## config.mk

```make
export PLATFORM = sky130hd
export DESIGN_NAME = coord_stream_reader
export DESIGN_NICKNAME = d
export VERILOG_FILES = /design/src/rtl/coord_pkg.sv /design/src/rtl/coord_stream_reader.sv
export SDC_FILE = /design/constraint.sdc
export NUM_CORES = 1
export LEC_CHECK = 0
export CELL_PAD_IN_SITES_DETAIL_PLACEMENT = 1
export CELL_PAD_IN_SITES_GLOBAL_PLACEMENT = 1
export CORE_MARGIN = 3
export CORE_UTILIZATION = 34
export DETAILED_ROUTE_END_ITERATION = 8
export GPL_ROUTABILITY_DRIVEN = 0
export HOLD_SLACK_MARGIN = 0.1
export PLACE_DENSITY_LB_ADDON = 0.1
export RECOVER_POWER = 100
export SLEW_MARGIN = 20
export SYNTH_ARGS = -nofsm -noshare
export SYNTH_HDL_FRONTEND = slang
export SYNTH_SLANG_ARGS = --single-unit
```

## constraint.sdc

```tcl
create_clock -name clk -period 1.5 [get_ports clk]
set_input_delay 0.15 -clock clk [delete_from_list [all_inputs] [get_ports clk]]
set_output_delay 0.15 -clock clk [all_outputs]
set_load 0.03 [all_outputs]
```

## src/rtl/coord_pkg.sv

```systemverilog
// ----------------------------------------------------------------------------
// coord_pkg
// Shared definitions for the coordinate stream reader.
//   - rd_state_e  : reader state machine encoding
//   - COORD_W_DEF : default coordinate width
//   - ADDR_W_DEF  : default coordinate memory address width
//   - coord_t     : one (x, y) pair at the default coordinate width
// ----------------------------------------------------------------------------
package coord_pkg;

    localparam int COORD_W_DEF = 8;
    localparam int ADDR_W_DEF  = 8;

    typedef enum logic [2:0] {
        ST_IDLE    = 3'd0,
        ST_ISSUE   = 3'd1,
        ST_WAIT    = 3'd2,
        ST_PRESENT = 3'd3,
        ST_DONE    = 3'd4
    } rd_state_e;

    typedef struct packed {
        logic [COORD_W_DEF-1:0] x;
        logic [COORD_W_DEF-1:0] y;
    } coord_t;

endpackage

```

## src/rtl/coord_stream_reader.sv

```systemverilog
// ----------------------------------------------------------------------------
// coord_stream_reader
// Walks the coordinate memory from address 0 to coord_count-1 after entry has
// finished. Each pair is fetched with a synchronous read of the X and Y RAMs
// and then offered to the pathfinding engine on a valid/ready stream. One
// pair is outstanding at a time: ISSUE -> WAIT -> PRESENT, repeated until the
// final pair is accepted, after which the reader sits in DONE until re-armed.
//
// Ports:
//   clk, reset_n      clock, asynchronous active-low reset
//   start             begin a pass (honoured only in IDLE or DONE)
//   coord_count       number of stored pairs, 0..2^ADDR_W, sampled at start
//   rd_en, rd_addr    memory read strobe and address (address holds when idle)
//   x_rdata, y_rdata  RAM read data, valid one cycle after rd_en
//   coord_valid/ready stream handshake
//   x_out, y_out      current pair, stable while coord_valid is high
//   coord_last        marks the final pair of the pass
//   busy, done        pass in progress / pass complete (level)
//
// Optional build macro COORD_HEX_DISP_EN adds hex0..hex5 nibble outputs for a
// seven-segment display: hex3..hex0 = {y_out[7:4], y_out[3:0], x_out[7:4],
// x_out[3:0]}, hex5/hex4 = idx[3:0]/idx[7:4]. The nibble split is fixed, so
// that build needs COORD_W = 8 and ADDR_W = 8.
// ----------------------------------------------------------------------------
module coord_stream_reader
    import coord_pkg::*;
#(
    parameter int ADDR_W  = ADDR_W_DEF,
    parameter int COORD_W = COORD_W_DEF
) (
    input  logic               clk,
    input  logic               reset_n,
    input  logic               start,
    input  logic [ADDR_W:0]    coord_count,
    output logic               rd_en,
    output logic [ADDR_W-1:0]  rd_addr,
    input  logic [COORD_W-1:0] x_rdata,
    input  logic [COORD_W-1:0] y_rdata,
    output logic               coord_valid,
    input  logic               coord_ready,
    output logic [COORD_W-1:0] x_out,
    output logic [COORD_W-1:0] y_out,
    output logic               coord_last,
    output logic               busy,
`ifdef COORD_HEX_DISP_EN
    output logic [3:0]         hex0,
    output logic [3:0]         hex1,
    output logic [3:0]         hex2,
    output logic [3:0]         hex3,
    output logic [3:0]         hex4,
    output logic [3:0]         hex5,
`endif
    output logic               done
);

    rd_state_e          r_state;
    logic [ADDR_W:0]    r_idx;
    logic [ADDR_W:0]    r_total;
    logic               r_rd_en;
    logic [ADDR_W-1:0]  r_rd_addr;
    logic               r_valid;
    logic [COORD_W-1:0] r_x;
    logic [COORD_W-1:0] r_y;
    logic               r_last;
    logic               r_busy;
    logic               r_done;

`ifdef COORD_HEX_DISP_EN
    logic [3:0]         r_hex0;
    logic [3:0]         r_hex1;
    logic [3:0]         r_hex2;
    logic [3:0]         r_hex3;
    logic [3:0]         r_hex4;
    logic [3:0]         r_hex5;
`endif

    // idx and total are ADDR_W+1 bits so a full memory (2^ADDR_W pairs) is
    // representable and the last-pair test never wraps.
    logic [ADDR_W:0]    w_idx_next;
    logic               w_is_last;

    assign w_idx_next = r_idx + (ADDR_W+1)'(1);
    assign w_is_last  = (r_idx == (r_total - (ADDR_W+1)'(1)));

    // Reader state machine; every output is registered here.
    always_ff @(posedge clk or negedge reset_n) begin
        if (!reset_n) begin
            r_state   <= ST_IDLE;
            r_idx     <= '0;
            r_total   <= '0;
            r_rd_en   <= 1'b0;
            r_rd_addr <= '0;
            r_valid   <= 1'b0;
            r_x       <= '0;
            r_y       <= '0;
            r_last    <= 1'b0;
            r_busy    <= 1'b0;
            r_done    <= 1'b0;
`ifdef COORD_HEX_DISP_EN
            r_hex0    <= 4'd0;
            r_hex1    <= 4'd0;
            r_hex2    <= 4'd0;
            r_hex3    <= 4'd0;
            r_hex4    <= 4'd0;
            r_hex5    <= 4'd0;
`endif
        end else begin
            case (r_state)
                ST_IDLE, ST_DONE: begin
                    if (start) begin
                        r_total <= coord_count;
                        r_idx   <= '0;
                        if (coord_count == '0) begin
                            // Empty pass: straight to DONE without a read.
                            r_state <= ST_DONE;
                            r_busy  <= 1'b0;
                            r_done  <= 1'b1;
                        end else begin
                            r_state   <= ST_ISSUE;
                            r_rd_en   <= 1'b1;
                            r_rd_addr <= '0;
                            r_busy    <= 1'b1;
                            r_done    <= 1'b0;
                        end
                    end
                end
                ST_ISSUE: begin
                    r_rd_en <= 1'b0;
                    r_state <= ST_WAIT;
                end
                ST_WAIT: begin
                    // Read data from the ISSUE cycle is on the bus now.
                    r_x     <= x_rdata;
                    r_y     <= y_rdata;
                    r_last  <= w_is_last;
                    r_valid <= 1'b1;
                    r_state <= ST_PRESENT;
`ifdef COORD_HEX_DISP_EN
                    r_hex0  <= x_rdata[3:0];
                    r_hex1  <= x_rdata[7:4];
                    r_hex2  <= y_rdata[3:0];
                    r_hex3  <= y_rdata[7:4];
                    r_hex4  <= r_idx[7:4];
                    r_hex5  <= r_idx[3:0];
`endif
                end
                ST_PRESENT: begin
                    if (coord_ready) begin
                        r_valid <= 1'b0;
                        if (r_last) begin
                            r_state <= ST_DONE;
                            r_busy  <= 1'b0;
                            r_done  <= 1'b1;
                        end else begin
                            r_idx     <= w_idx_next;
                            r_rd_addr <= w_idx_next[ADDR_W-1:0];
                            r_rd_en   <= 1'b1;
                            r_state   <= ST_ISSUE;
                        end
                    end
                end
                default: begin
                    // Unreachable encodings recover to a quiet IDLE.
                    r_state <= ST_IDLE;
                    r_rd_en <= 1'b0;
                    r_valid <= 1'b0;
                    r_busy  <= 1'b0;
                    r_done  <= 1'b0;
                end
            endcase
        end
    end

    assign rd_en       = r_rd_en;
    assign rd_addr     = r_rd_addr;
    assign coord_valid = r_valid;
    assign x_out       = r_x;
    assign y_out       = r_y;
    assign coord_last  = r_last;
    assign busy        = r_busy;
    assign done        = r_done;

`ifdef COORD_HEX_DISP_EN
    assign hex0 = r_hex0;
    assign hex1 = r_hex1;
    assign hex2 = r_hex2;
    assign hex3 = r_hex3;
    assign hex4 = r_hex4;
    assign hex5 = r_hex5;
`endif

endmodule
```

==> results.toml <==
[cts]
clkTransAtPathRegs_ns = 0.10
clockBufferDepth = 2
cts-htree-levels = 2
cts_tree = "yes"
clock_sinks = 50
numCtsBuffers = 5
clk-insertion-delay-late_ns = 0.32
root_buffer = "clkbuf_8"

[placed_design]
placement.io_buffers = 57
place_ws_ns = -0.245
dpl-instance-area_um2 = 3420
dp_hpwl_mm = 4.91

[layout]
area_growth_pct = 41.6
final_core_utilization = 0.505
layout_common_cells = "dfrtp_1, nand2_1, buf_4"
layout_commonest_cell = "dfrtp_1"
multi_input_area_um2 = 1190
design_area_um2 = 3490
nets = 367
num_antenna_cells = 0
fill_cells = 811
drive_gt1_frac = 0.246
register_area_um2 = 1250

[power_and_ir_drop]
power_leakage_nw = 1.61
ir_drop_v = 0.000677
p_per_area_nw_per_um2 = 1890

[worst_setup_path]
path_delay_family = "simple AND/OR/NAND/NOR gates"
crit_path_max_incr_delay_ns = 0.54
rr_startpoint = "r_total[1]$_DFFE_PN0P_"
crit_chain = "or4_1 -> nor2_2 -> mux2i_1 -> a21oi_1 -> a211oi_1"
arrival_ns = 1.88
cp-start-kind = "register"
crit_buf_inv = 0
endpoint_kind = "register"
crit_path_start = "r_total[1]$_DFFE_PN0P_"
worstPathRequired_ns = 1.73
critPathKind = "reg2reg"
cp_slowest_cell = "or4_1"
cp_max_fo = 3

[routing]
drt-initial-drc-count = 72
routed-via-count = 2096
drc = 0
finalWirelength_mm = 6.28
wl_per_cell_um = 14.5
drt_first_pass_iters = 4
ant_nets = 0
viasPerCell = 4.84

[synthesis]
synth_edf_count = 0
synth_nets = 274
yosysWarningCount = 0
yosysUniqueCellTypes = 47
synth_seq_cells = 50
synth_ff_type = "dfrtp_1"
syn_area_um2 = 2460
seq_area_frac_synth = 0.508
synthArstFlopShare = 1.00
synth.avg_cell_area_um2 = 10.1
netlist_instances = 243

[sta]
setup_slack_ns = -0.150
period_share = 1.10
worst_pin_slew_ns = 0.956
hold_viol = 0
finalMaxSlewViolations = 0
slew_headroom = 0.363
rsz0062_at_grt = "yes"
fin_skew_ns = 0.00700
clock.fmax_mhz = 606
period_needed_ns = 1.65
setup_violations = 2

[global_route]
grt_start_max_net_pins = 20
grt_antenna_before_repair = 0
grt_overflow = 0
grt_use_total = 0.159
grt_pass1_wl_mm = 10.8
first_global_vias = 2139

[floorplan]
die_h_um = 91.1
initial_core_util = 0.357
fp.dieArea_um2 = 8310
coreArea_um2 = 6910
rows = 30
dieWidth_um = 91.1
io_pins = 58

[flow_run]
max_cap_violations = 0

[status]
violations = "setup timing"
status = "finished, violations left"

[min_path]
worstHoldStart = "coord_count[3]"
hold_class = "in2reg"
-- sequential cells by signal (all words and copies together), names as in the netlist --
name,count
y_out,8
rd_addr,8
x_out,8
coord_last,1
coord_valid,1
rd_en,1
r_idx,9
done,1
r_state,3
busy,1
r_total,9
-- what timing repair did --
action                                 in CTS  in global routing
hold buffers                                1                  0
cloned                                      0                  0
gates resized for setup                    31                 12
buffers inserted                            1                  1
setup endpoints to repair                  30                 35
endpoints found under the hold margin      14                  0
pin swaps                                   1                  4
-- final timing paths --
kind,end,slack (ns),cells past startpoint
worst max-delay path,coord_last$_DFFE_PN0P_,-0.15,5
worst min register to register,rd_addr[0]$_DFFE_PN0P_,0.49,2
max in group asynchronous,r_idx[1]$_DFFE_PN0P_,0.09,3
worst min-delay path,r_total[3]$_DFFE_PN0P_,0.40,3
worst max register to register,coord_last$_DFFE_PN0P_,-0.15,5
min in group asynchronous,r_idx[8]$_DFFE_PN0P_,0.49,2
-- worst register-to-register path, stage by stage, from the launching register on --
cell and delay (ns):
dfrtp_1 0.41, or4_1 0.54, nor2_2 0.15, mux2i_1 0.19
a21oi_1 0.08, a211oi_1 0.20
-- logic make-up (layout without fill, tap and decap cells) --
kind of cell / count (synthesis) / after routing / synth area share
compound gates: 49 / 49 / 0.128
fa+ha+maj: 2 / 2 / 0.0102
simple gates: 94 / 94 / 0.191
xor+xnor: 15 / 15 / 0.0533
buf+inv: 16 / 110 / 0.0325
flops: 50 / 50 / 0.508
mux: 17 / 17 / 0.0772
-- layout make-up --
cell class | count | area share
Clock buffer | 5 | 0.0197
Clock inverter | 3 | 0.00681
Timing Repair Buffer | 97 | 0.234
Multi-Input combinational cell | 177 | 0.341
Sequential cell | 50 | 0.359
Tap cell | 96 | 0.0344
Inverter | 5 | 0.00538
-- per-stage QoR --
stage	cells	setup TNS (ns)	hold WS, ns	power [W]
detailed placement	422	-2.98	0.129	0.00600
global placement	422	-2.42	0.126	0.00592
global route	433	-3.78	0.416	0.00717
floorplan	243	-0.0490	-0.146	0.00444
CTS	432	-0.152	0.317	0.00675
finish	433	-0.154	0.398	0.00661
-- per-layer routing --
metal  GRT usage  routed length [um]  up-vias
met5           0                   0        -
met4      0.0415                  63        0
met3      0.0331                 177        5
met2       0.260                3010       34
met1       0.216                3030     1025
li1            -                   -     1032
-- cell usage after synthesis, drive strengths merged (2+ instances only) --
cell type | instances | area, um2
xnor2 | 9 | 78.8
nand3 | 5 | 25.0
a22o | 3 | 26.3
nor3b | 2 | 20.0
nand4 | 2 | 12.5
a21oi | 9 | 45.0
inv | 5 | 18.8
clkbuf | 2 | 7.51
and3 | 5 | 31.3
nand3b | 2 | 15.0
ha | 2 | 25.0
buf | 9 | 53.8
and3b | 2 | 17.5
nand2b | 3 | 26.3
nand2 | 43 | 161
xor2 | 6 | 52.6
o311ai | 2 | 17.5
mux2 | 16 | 180
a21o | 2 | 15.0
dfrtp | 50 | 1250
nor3 | 6 | 46.3
nor4 | 2 | 12.5
o21ai | 23 | 126
nor2 | 17 | 71.3
a311oi | 2 | 17.5
or3 | 2 | 12.5
-- report_power, final --
group	leakage, nW	switching (W)	total, W	internal [W]
Sequential	0.622	0.000369	0.00224	0.00187
Combinational	0.946	0.00196	0.00354	0.00158
Clock	0.0408	0.000494	0.000829	0.000335
No activity file was read; power rests on OpenSTA's default activity.
